<file path="src/rtl/regfile_sb.sv">
// regfile_sb: parametrised 2-read/1-write register file with write-to-read
// bypass, a power-up clear sequencer and a per-register pending scoreboard.
// Decode reads and issues into it; writeback writes into it.
module regfile_sb #(
  parameter int XLEN     = 32,
  parameter int AW       = 5,
  parameter int ZERO_REG = 1
) (
  input  logic            clk,
  input  logic            reset,
  output logic            init_busy,
  input  logic            we,
  input  logic [AW-1:0]   waddr,
  input  logic [XLEN-1:0] wdata,
  input  logic [AW-1:0]   ra1,
  input  logic [AW-1:0]   ra2,
  output logic [XLEN-1:0] rd1,
  output logic [XLEN-1:0] rd2,
  input  logic            issue_valid,
  input  logic [AW-1:0]   issue_rd,
  output logic            pend1,
  output logic            pend2
);

  localparam int DEPTH = 2 ** AW;
  localparam bit ZR    = (ZERO_REG != 0);

  typedef enum logic {
    ST_CLEAR = 1'b0,
    ST_READY = 1'b1
  } state_e;

  // ---------------------------------------------------------------------------
  // State
  // ---------------------------------------------------------------------------
  state_e            r_state;
  state_e            w_state_nxt;
  logic [AW-1:0]     r_clr_cnt;
  logic [AW-1:0]     w_clr_cnt_nxt;
  logic [XLEN-1:0]   r_mem [DEPTH];
  logic [DEPTH-1:0]  r_pending;
  logic [DEPTH-1:0]  w_pending_nxt;

  // Array write port, shared between the clear sequencer and writeback.
  logic              w_mem_we;
  logic [AW-1:0]     w_mem_waddr;
  logic [XLEN-1:0]   w_mem_wdata;

  // Qualified writeback: a write to the hard-wired zero register is dropped.
  logic              w_ready;
  logic              w_wr_ok;
  logic              w_issue_ok;
  logic [XLEN-1:0]   w_mem_rd1;
  logic [XLEN-1:0]   w_mem_rd2;

  assign w_ready    = (r_state == ST_READY);
  assign w_wr_ok    = we && !(ZR && (waddr == '0));
  assign w_issue_ok = issue_valid && !(ZR && (issue_rd == '0));

  // ---------------------------------------------------------------------------
  // FSM
  // ---------------------------------------------------------------------------

  // State and clear-counter registers; reset restarts the clear from entry 0.
  always_ff @(posedge clk) begin
    // NOTE: sequential state uses non-blocking assignments so every register
    // samples the pre-edge values regardless of statement or block ordering.
    if (reset) begin
      r_state   <= ST_CLEAR;
      r_clr_cnt <= '0;
    end else begin
      r_state   <= w_state_nxt;
      r_clr_cnt <= w_clr_cnt_nxt;
    end
  end

  // Next-state logic: walk every entry once, then hand over to normal operation.
  always_comb begin
    // NOTE: every combinational output gets a default first so no path through
    // the case leaves it unassigned, which would otherwise infer a latch.
    w_state_nxt   = r_state;
    w_clr_cnt_nxt = r_clr_cnt;
    init_busy     = 1'b0;
    unique case (r_state)
      ST_CLEAR: begin
        init_busy     = 1'b1;
        w_clr_cnt_nxt = r_clr_cnt + AW'(1);
        if (r_clr_cnt == {AW{1'b1}}) begin
          w_state_nxt = ST_READY;
        end
      end
      ST_READY: begin
        w_state_nxt = ST_READY;
      end
      default: begin
        w_state_nxt = ST_CLEAR;
      end
    endcase
  end

  // ---------------------------------------------------------------------------
  // Storage array
  // ---------------------------------------------------------------------------

  // Write-port mux: the sequencer owns the port while clearing, writeback after.
  always_comb begin
    w_mem_we    = 1'b0;
    w_mem_waddr = waddr;
    w_mem_wdata = wdata;
    if (!reset) begin
      if (r_state == ST_CLEAR) begin
        w_mem_we    = 1'b1;
        w_mem_waddr = r_clr_cnt;
        w_mem_wdata = '0;
      end else begin
        w_mem_we    = w_wr_ok;
      end
    end
  end

  // Array write; contents are zeroed by the sequencer rather than by reset.
  always_ff @(posedge clk) begin
    // NOTE: the array deliberately has no reset term so it can map onto RAM
    // macros; the clear sequencer provides the defined initial contents.
    if (w_mem_we) begin
      r_mem[w_mem_waddr] <= w_mem_wdata;
    end
  end

  assign w_mem_rd1 = r_mem[ra1];
  assign w_mem_rd2 = r_mem[ra2];

  // One read port: zero register, then same-cycle bypass, then the array.
  function automatic logic [XLEN-1:0] read_port(
    input logic [AW-1:0]   ra,
    input logic [XLEN-1:0] mem_data,
    input logic            ready,
    input logic            wr_ok,
    input logic [AW-1:0]   wa,
    input logic [XLEN-1:0] wd
  );
    logic [XLEN-1:0] v;
    v = '0;
    if (!ready) begin
      v = '0;
    end else if (ZR && (ra == '0)) begin
      v = '0;
    end else if (wr_ok && (wa == ra)) begin
      v = wd;
    end else begin
      v = mem_data;
    end
    return v;
  endfunction

  // Combinational read data for both ports.
  always_comb begin
    rd1 = read_port(ra1, w_mem_rd1, w_ready, w_wr_ok, waddr, wdata);
    rd2 = read_port(ra2, w_mem_rd2, w_ready, w_wr_ok, waddr, wdata);
  end

  // ---------------------------------------------------------------------------
  // Pending scoreboard
  // ---------------------------------------------------------------------------

  // Scoreboard update: retire on write, then mark new producer (set wins).
  always_comb begin
    w_pending_nxt = r_pending;
    if (we) begin
      w_pending_nxt[waddr] = 1'b0;
    end
    if (w_issue_ok) begin
      w_pending_nxt[issue_rd] = 1'b1;
    end
    if (ZR) begin
      w_pending_nxt[0] = 1'b0;
    end
  end

  // Scoreboard register; frozen while clearing so stray issues are ignored.
  always_ff @(posedge clk) begin
    if (reset) begin
      r_pending <= '0;
    end else if (w_ready) begin
      r_pending <= w_pending_nxt;
    end
  end

  // Hazard outputs; a value being written this cycle is available via bypass.
  always_comb begin
    pend1 = 1'b0;
    pend2 = 1'b0;
    if (w_ready) begin
      pend1 = r_pending[ra1] && !(we && (waddr == ra1));
      pend2 = r_pending[ra2] && !(we && (waddr == ra2));
    end
  end

endmodule

</file>
<file path="config.mk">
export PLATFORM = sky130hd
export DESIGN_NAME = regfile_sb
export DESIGN_NICKNAME = d
export VERILOG_FILES = /design/src/rtl/regfile_sb.sv
export SDC_FILE = /design/constraint.sdc
export NUM_CORES = 1
export LEC_CHECK = 0
export CELL_PAD_IN_SITES_DETAIL_PLACEMENT = 0
export CELL_PAD_IN_SITES_GLOBAL_PLACEMENT = 1
export CORE_MARGIN = 1
export CORE_UTILIZATION = 30
export DETAILED_ROUTE_END_ITERATION = 8
export PLACE_DENSITY_LB_ADDON = 0.12
export SLEW_MARGIN = 20
export SYNTH_ARGS = -nofsm -noshare
export SYNTH_HDL_FRONTEND = slang
export SYNTH_SLANG_ARGS = --single-unit
</file>
<file path="constraint.sdc">
create_clock -name clk -period 3.7 [get_ports clk]
set_clock_uncertainty 0.15 [all_clocks]
set_input_delay 0.37 -clock clk [delete_from_list [all_inputs] [get_ports clk]]
set_output_delay 0.37 -clock clk [all_outputs]
set_load 0.01 [all_outputs]
</file>
# Word level (Yosys, flattened, before mapping)
# Memory sizes are Yosys's and may differ from the RTL's.
# Index checks and enable logic that the tools add are counted.
# Widths: inputs -> output; s select.
# classes
addsub,1
n_lt_le_gt_ge,6
n_eq_ne,3
muxes,29
n_bitwise,4
n_reduce_logical,18
# ops
operator,n
$mux 32,10
$and 32x32->32,1
$not 32->32,1
$or 32x32->32,1
$lt 5x6->1 const B,4
$logic_not 5->1,4
$mux 1,12
$bmux 1 s5,2
$demux 1 s5,2
$eq 5x5->1,2
$ge 5x1->1 const B,2
$logic_and 1x1->1,10
$mux 5,2
$add 5x1->5 const B,1
$eq 5x5->1 const B,1
$logic_not 1->1,4
$pmux 1 s2,1
$not 1->1,1
# totals
regBits,37
mem_bits_rw,1024
input_bits,56
elab_cells,65
n_memories,1
# mem_list
memory,depth,width,read_ports,rd_ports_with_merged_regs,write_ports,line,source
r_mem,32,32,2,0,1,40,logic [XLEN-1:0] r_mem [DEPTH];

# Logic depth before layout (Yosys ltp)
# depth
depth_word,9
depth_mapped,10
depth_no_buf,5

# Least setup slack after synthesis
# OpenSTA, ideal clock, no wires.
# synth_timing
path_kind,flip-flop to flip-flop
start,register r_state
end,memory r_mem[16][0] (enable)
setup_ns,0.421
arrival_time_ns,2.788
slack_ns,0.341
path_stages_with_launch,8
path_buffers,2
period_less_slack_ns,3.359
cell_sequence,dfxtp_1 > clkbuf_1 > nor2_1 > clkbuf_1 > nand3b_1 > o21ai_0 > nand2_1 > nor2_1
# synth_between
elab_chain_len,4
elab_cells_between_ends,6
# synth_rtl
element,line,source
from (decl),36,state_e r_state;
from (signal assigned),72,r_state <= w_state_nxt;
$mux 1,111,if (r_state == ST_CLEAR) begin
$mux 1,110,if (!reset) begin
$mux 1,125,if (w_mem_we) begin
$mux 1 (implied by the code),126,r_mem[w_mem_waddr] <= w_mem_wdata;
to (decl),40,
# Several ways; a longest one is shown, not always the timed one.

# Final worst setup path
# layout_timing
start,input waddr[2]
end,output rd2[3]
# layout_between
elab_chain_len,7
elab_cells_between_ends,8
# layout_rtl
element,line,source
from (decl),13,"input logic [AW-1:0] waddr,"
$logic_not 5->1,57,assign w_wr_ok = we && !(ZR && (waddr == '0));
$logic_not 1->1,57,
$logic_and 1x1->1,57,
$logic_and 1x1->1 *,148,end else if (wr_ok && (wa == ra)) begin
$mux 32 *,148,
$mux 32 *,146,end else if (ZR && (ra == '0)) begin
$mux 32 *,144,if (!ready) begin
to (decl),18,"output logic [XLEN-1:0] rd2,"
# Every way passes the cells marked *; elsewhere a longest branch is shown, timed or not.

==> results.txt <==
----------------------------------------------------
[Status]
  Status ... finished with violations
  Failing checks ... negative setup slack

[Synthesis]
  Number of nets produced by synthesis ... 2879
  Post-synth top area cell ... sky130_fd_sc_hd__edfxtp_1
  Most repeated cell in the gate-level netlist after synthesis ... sky130_fd_sc_hd__edfxtp_1
  Flip-flop cell with the highest count after synthesis ... sky130_fd_sc_hd__edfxtp_1
  Count of flip-flops with a built-in enable after synthesis ... between 1k and 1.5k
  Number of distinct library cell variants in the gate-level netlist after synthesis ... 52
  Synthesized instance count ... 2821
  Number of synthesized register bits ... 1061
  Fraction of synthesized cell area taken by the top area cell type ... 0.611
  Fraction of synthesis flops using an asynchronous set or reset pin ... 0
  Average size of a mapped cell ... 17.9 µm²
  Post-synthesis cell area ... 50400 µm²
  Dominant cells by area after synthesis ... sky130_fd_sc_hd__edfxtp_1, sky130_fd_sc_hd__mux4_2, sky130_fd_sc_hd__mux2i_1, sky130_fd_sc_hd__dfxtp_1, sky130_fd_sc_hd__o22ai_1
  Sequential area share after synthesis ... 0.625
  List of most frequent post-synthesis cells ... sky130_fd_sc_hd__edfxtp_1, sky130_fd_sc_hd__mux4_2, sky130_fd_sc_hd__mux2i_1
  Count of warnings emitted by yosys ... 0

[Clocking]
  TritonCTS sink count ... 1061
  CTS clock-pin slew for the worst setup and hold paths ... 0.06 ns
  Clock Path Buffers ... 3
  CTS tree ... built
  TritonCTS buffer count ... 118
  Worst-skew pair later-pin latency ... 0.74 ns
  Total number of H-tree levels ... 3
  CTS root buf ... sky130_fd_sc_hd__clkbuf_16

[STA]
  Final critical-path setup slack ... -0.0362 ns
  Max_slew headroom ... 0.466
  Hold Vio Cnt, Final ... 0
  Worst slew pin tran ... 0.800 ns
  Fin. max-slew vios ... 0
  Shortest clock period the worst path allows after layout ... 3.74 ns
  Worst hold margin ... approximately 0.26 ns
  Timing-limited maximum frequency ... ~270 MHz
  Period utilization ... 1.01
  Sum of negative setup slack ... -0.0472 ns
  Final number of setup-violating endpoints ... 2
  Setup repair after global routing missed its margin ... true

[GRT]
  Largest net degree at the start of global routing ... 58
  Vias in the first global route ... 33.5k
  Total overflow reported by the global router ... 0
  Number of antenna violations at the first check in global routing ... 9
  Wire length of the first global-routing pass ... 275000 µm
  All-Layer GR Usage ... 0.234

[Critical path]
  Critical-path maximum fanout ... 26
  Worst path slowest cell ... sky130_fd_sc_hd__clkdlybuf4s50_1
  Element type at the critical path start ... input pin
  Data arrival time of the critical path ... 3.22 ns
  Largest incremental delay on the critical path ... around 0.54 ns
  WS Path Type ... input pin to output port
  CP dominant cell by count ... sky130_fd_sc_hd__clkdlybuf4s50_1
  Element type at the critical path end ... output port
  Family with the most delay on the worst path ... buffers and inverters
  Crit path cell chain ... clkdlybuf4s50_1 > or3_4 > nor3_4 > buf_6 > o31ai_4 > buf_12 > nor4_1 > a211o_1 > clkdlybuf4s50_1
  Number of buffers and inverters on the critical path ... 4
  Required time worst endpoint ... 3.18 ns

[Pwr]
  Leakage power ... 20.8 nW
  Pwr Density ... ~440 nW/µm²
  Worst vdd rail ir drop ... 367 µV

[Floorplanning]
  I/O pin cnt ... 123
  Initial core utilization ... 0.302
  Area enclosed by the die boundary ... between 150000 and 200000 µm²
  Floorplan row count ... 150
  Die span in y ... 412 µm
  Horizontal die dimension ... 412 µm
  Core footprint ... ~170000 µm²

[Placement]
  Detailed Place HPWL ... 129000 µm
  Instance area after placement ... around 58000 µm²
  Post-placement worst setup slack ... -0.486 ns
  Placer Congestion ... 0.826
  Port Buffers ... between 100 and 150

[Cells and area]
  Fraction of layout cells with a size suffix above 1 ... 0.360
  Cell area after layout ... 62500 µm²
  # nets final ... between 3k and 4k
  Fin util ... 0.375
  Area delta synth->final ... 24.2%
  Filler cells ... 15.4k

[Detailed routing]
  Post-Route WL ... 200000 µm
  Detailed-route DRC error count ... 0
  Mean number of vias per cell ... 5.79
  Count of antenna-violating nets left after detailed routing ... 0
  Number of vias after detailed routing ... approximately 32k
  1st-pass router iterations ... 5
  Initial drt markers ... 3237
  Average detailed-routed wire length per instance ... about 36 µm

[Worst hold path]
  Hold Path Class ... input pin to register

[Flow run]
  Total of max-cap violations ... 0

----------------------------------------------------
-- path summary, 6_finish.rpt --
kind / start / endpoint / slack (ns) / cells past startpoint
max reg2reg: r_state / r_mem[16][6] / 0.78 / 5
min reg2reg: r_pending[20] / r_pending[20] / 0.34 / 2
max: waddr[2] / rd2[3] / -0.04 / 9
min: waddr[1] / r_pending[30] / 0.26 / 5
-- where the power goes --
group | switching [mW] | total (mW) | internal [mW]
Combinational | 1.60 | 2.73 | 1.13
Sequential | 0.0479 | 13.3 | 13.3
Clock | 5.04 | 11.8 | 6.72
-- flip-flops by register name (all words and copies together), names as in the netlist --
name       cells
r_pending     31
r_state        1
r_mem       1024
r_clr_cnt      5
-- cells by family after synthesis --
logic type | share of synthesized area
multiplexers | 0.245
AND/OR/NAND/NOR | 0.0376
flip-flops | 0.625
adder cells (fa/ha/maj) | 0.000497
buffers and inverters | 0.0217
XOR/XNOR | 0.00209
AO/OA/AOI/OAI | 0.0682
-- per-layer routing --
layer | vias to the layer above | global-route usage | wire length [µm]
met4 | 0 | 0.0607 | 5360
li1 | 12926 | - | -
met1 | 17455 | 0.334 | 89400
met5 | - | 0 | 0
met3 | 272 | 0.0354 | 12500
met2 | 1438 | 0.370 | 92800
-- stage by stage --
stage | power [mW] | cells
floorplan | 15.0 | 2821
global placement | 16.2 | 5310
detailed placement | 16.3 | 5310
CTS | 28.1 | 5533
global route | 28.6 | 5540
finish | 27.8 | 5542
-- what timing repair did --
| action | CTS | global route |
|---|---|---|
| hold endpoints to repair | 0 | 0 |
| buffers inserted | 5 | 4 |
| gates resized for setup | 95 | 51 |
| hold buffers | 0 | 0 |
| gates cloned | 0 | 2 |
| setup endpoints to repair | 53 | 44 |
| pin swaps | 6 | 5 |
-- worst reg2reg max path: cells and delay by family (launching register included) --
family                 cells  cell delay (ns)
buffers and inverters      1             0.30
flip-flops                 1             0.37
AND/OR/NAND/NOR            3             1.16
multiplexers               1             0.59
-- area by class of cell --
class	count	area, µm²	area share
Inverter	4	15.0	0.000240
Antenna cell	2	5.00	0.0000800
Timing Repair Buffer	526	5740	0.0918
Sequential cell	1061	31500	0.503
Clock buffer	145	3080	0.0492
Clock inverter	73	726	0.0116
Multi-Input combinational cell	1527	18700	0.300
Tap cell	2204	2760	0.0441
-- cells in the final DEF (no fill, tap or decap), drive strengths merged, types with 60 or more instances in the layout --
cell type      netlist  final
edfxtp            1024   1024
mux4               451    451
buf                121    411
mux2i              191    191
clkbuf             108    147
o22ai              115    115
nand2               96     96
nor2                75     75
clkdlybuf4s50        0     73
o21ai               62     62
a211oi              60     60
No activity file was read; power rests on OpenSTA's default activity.
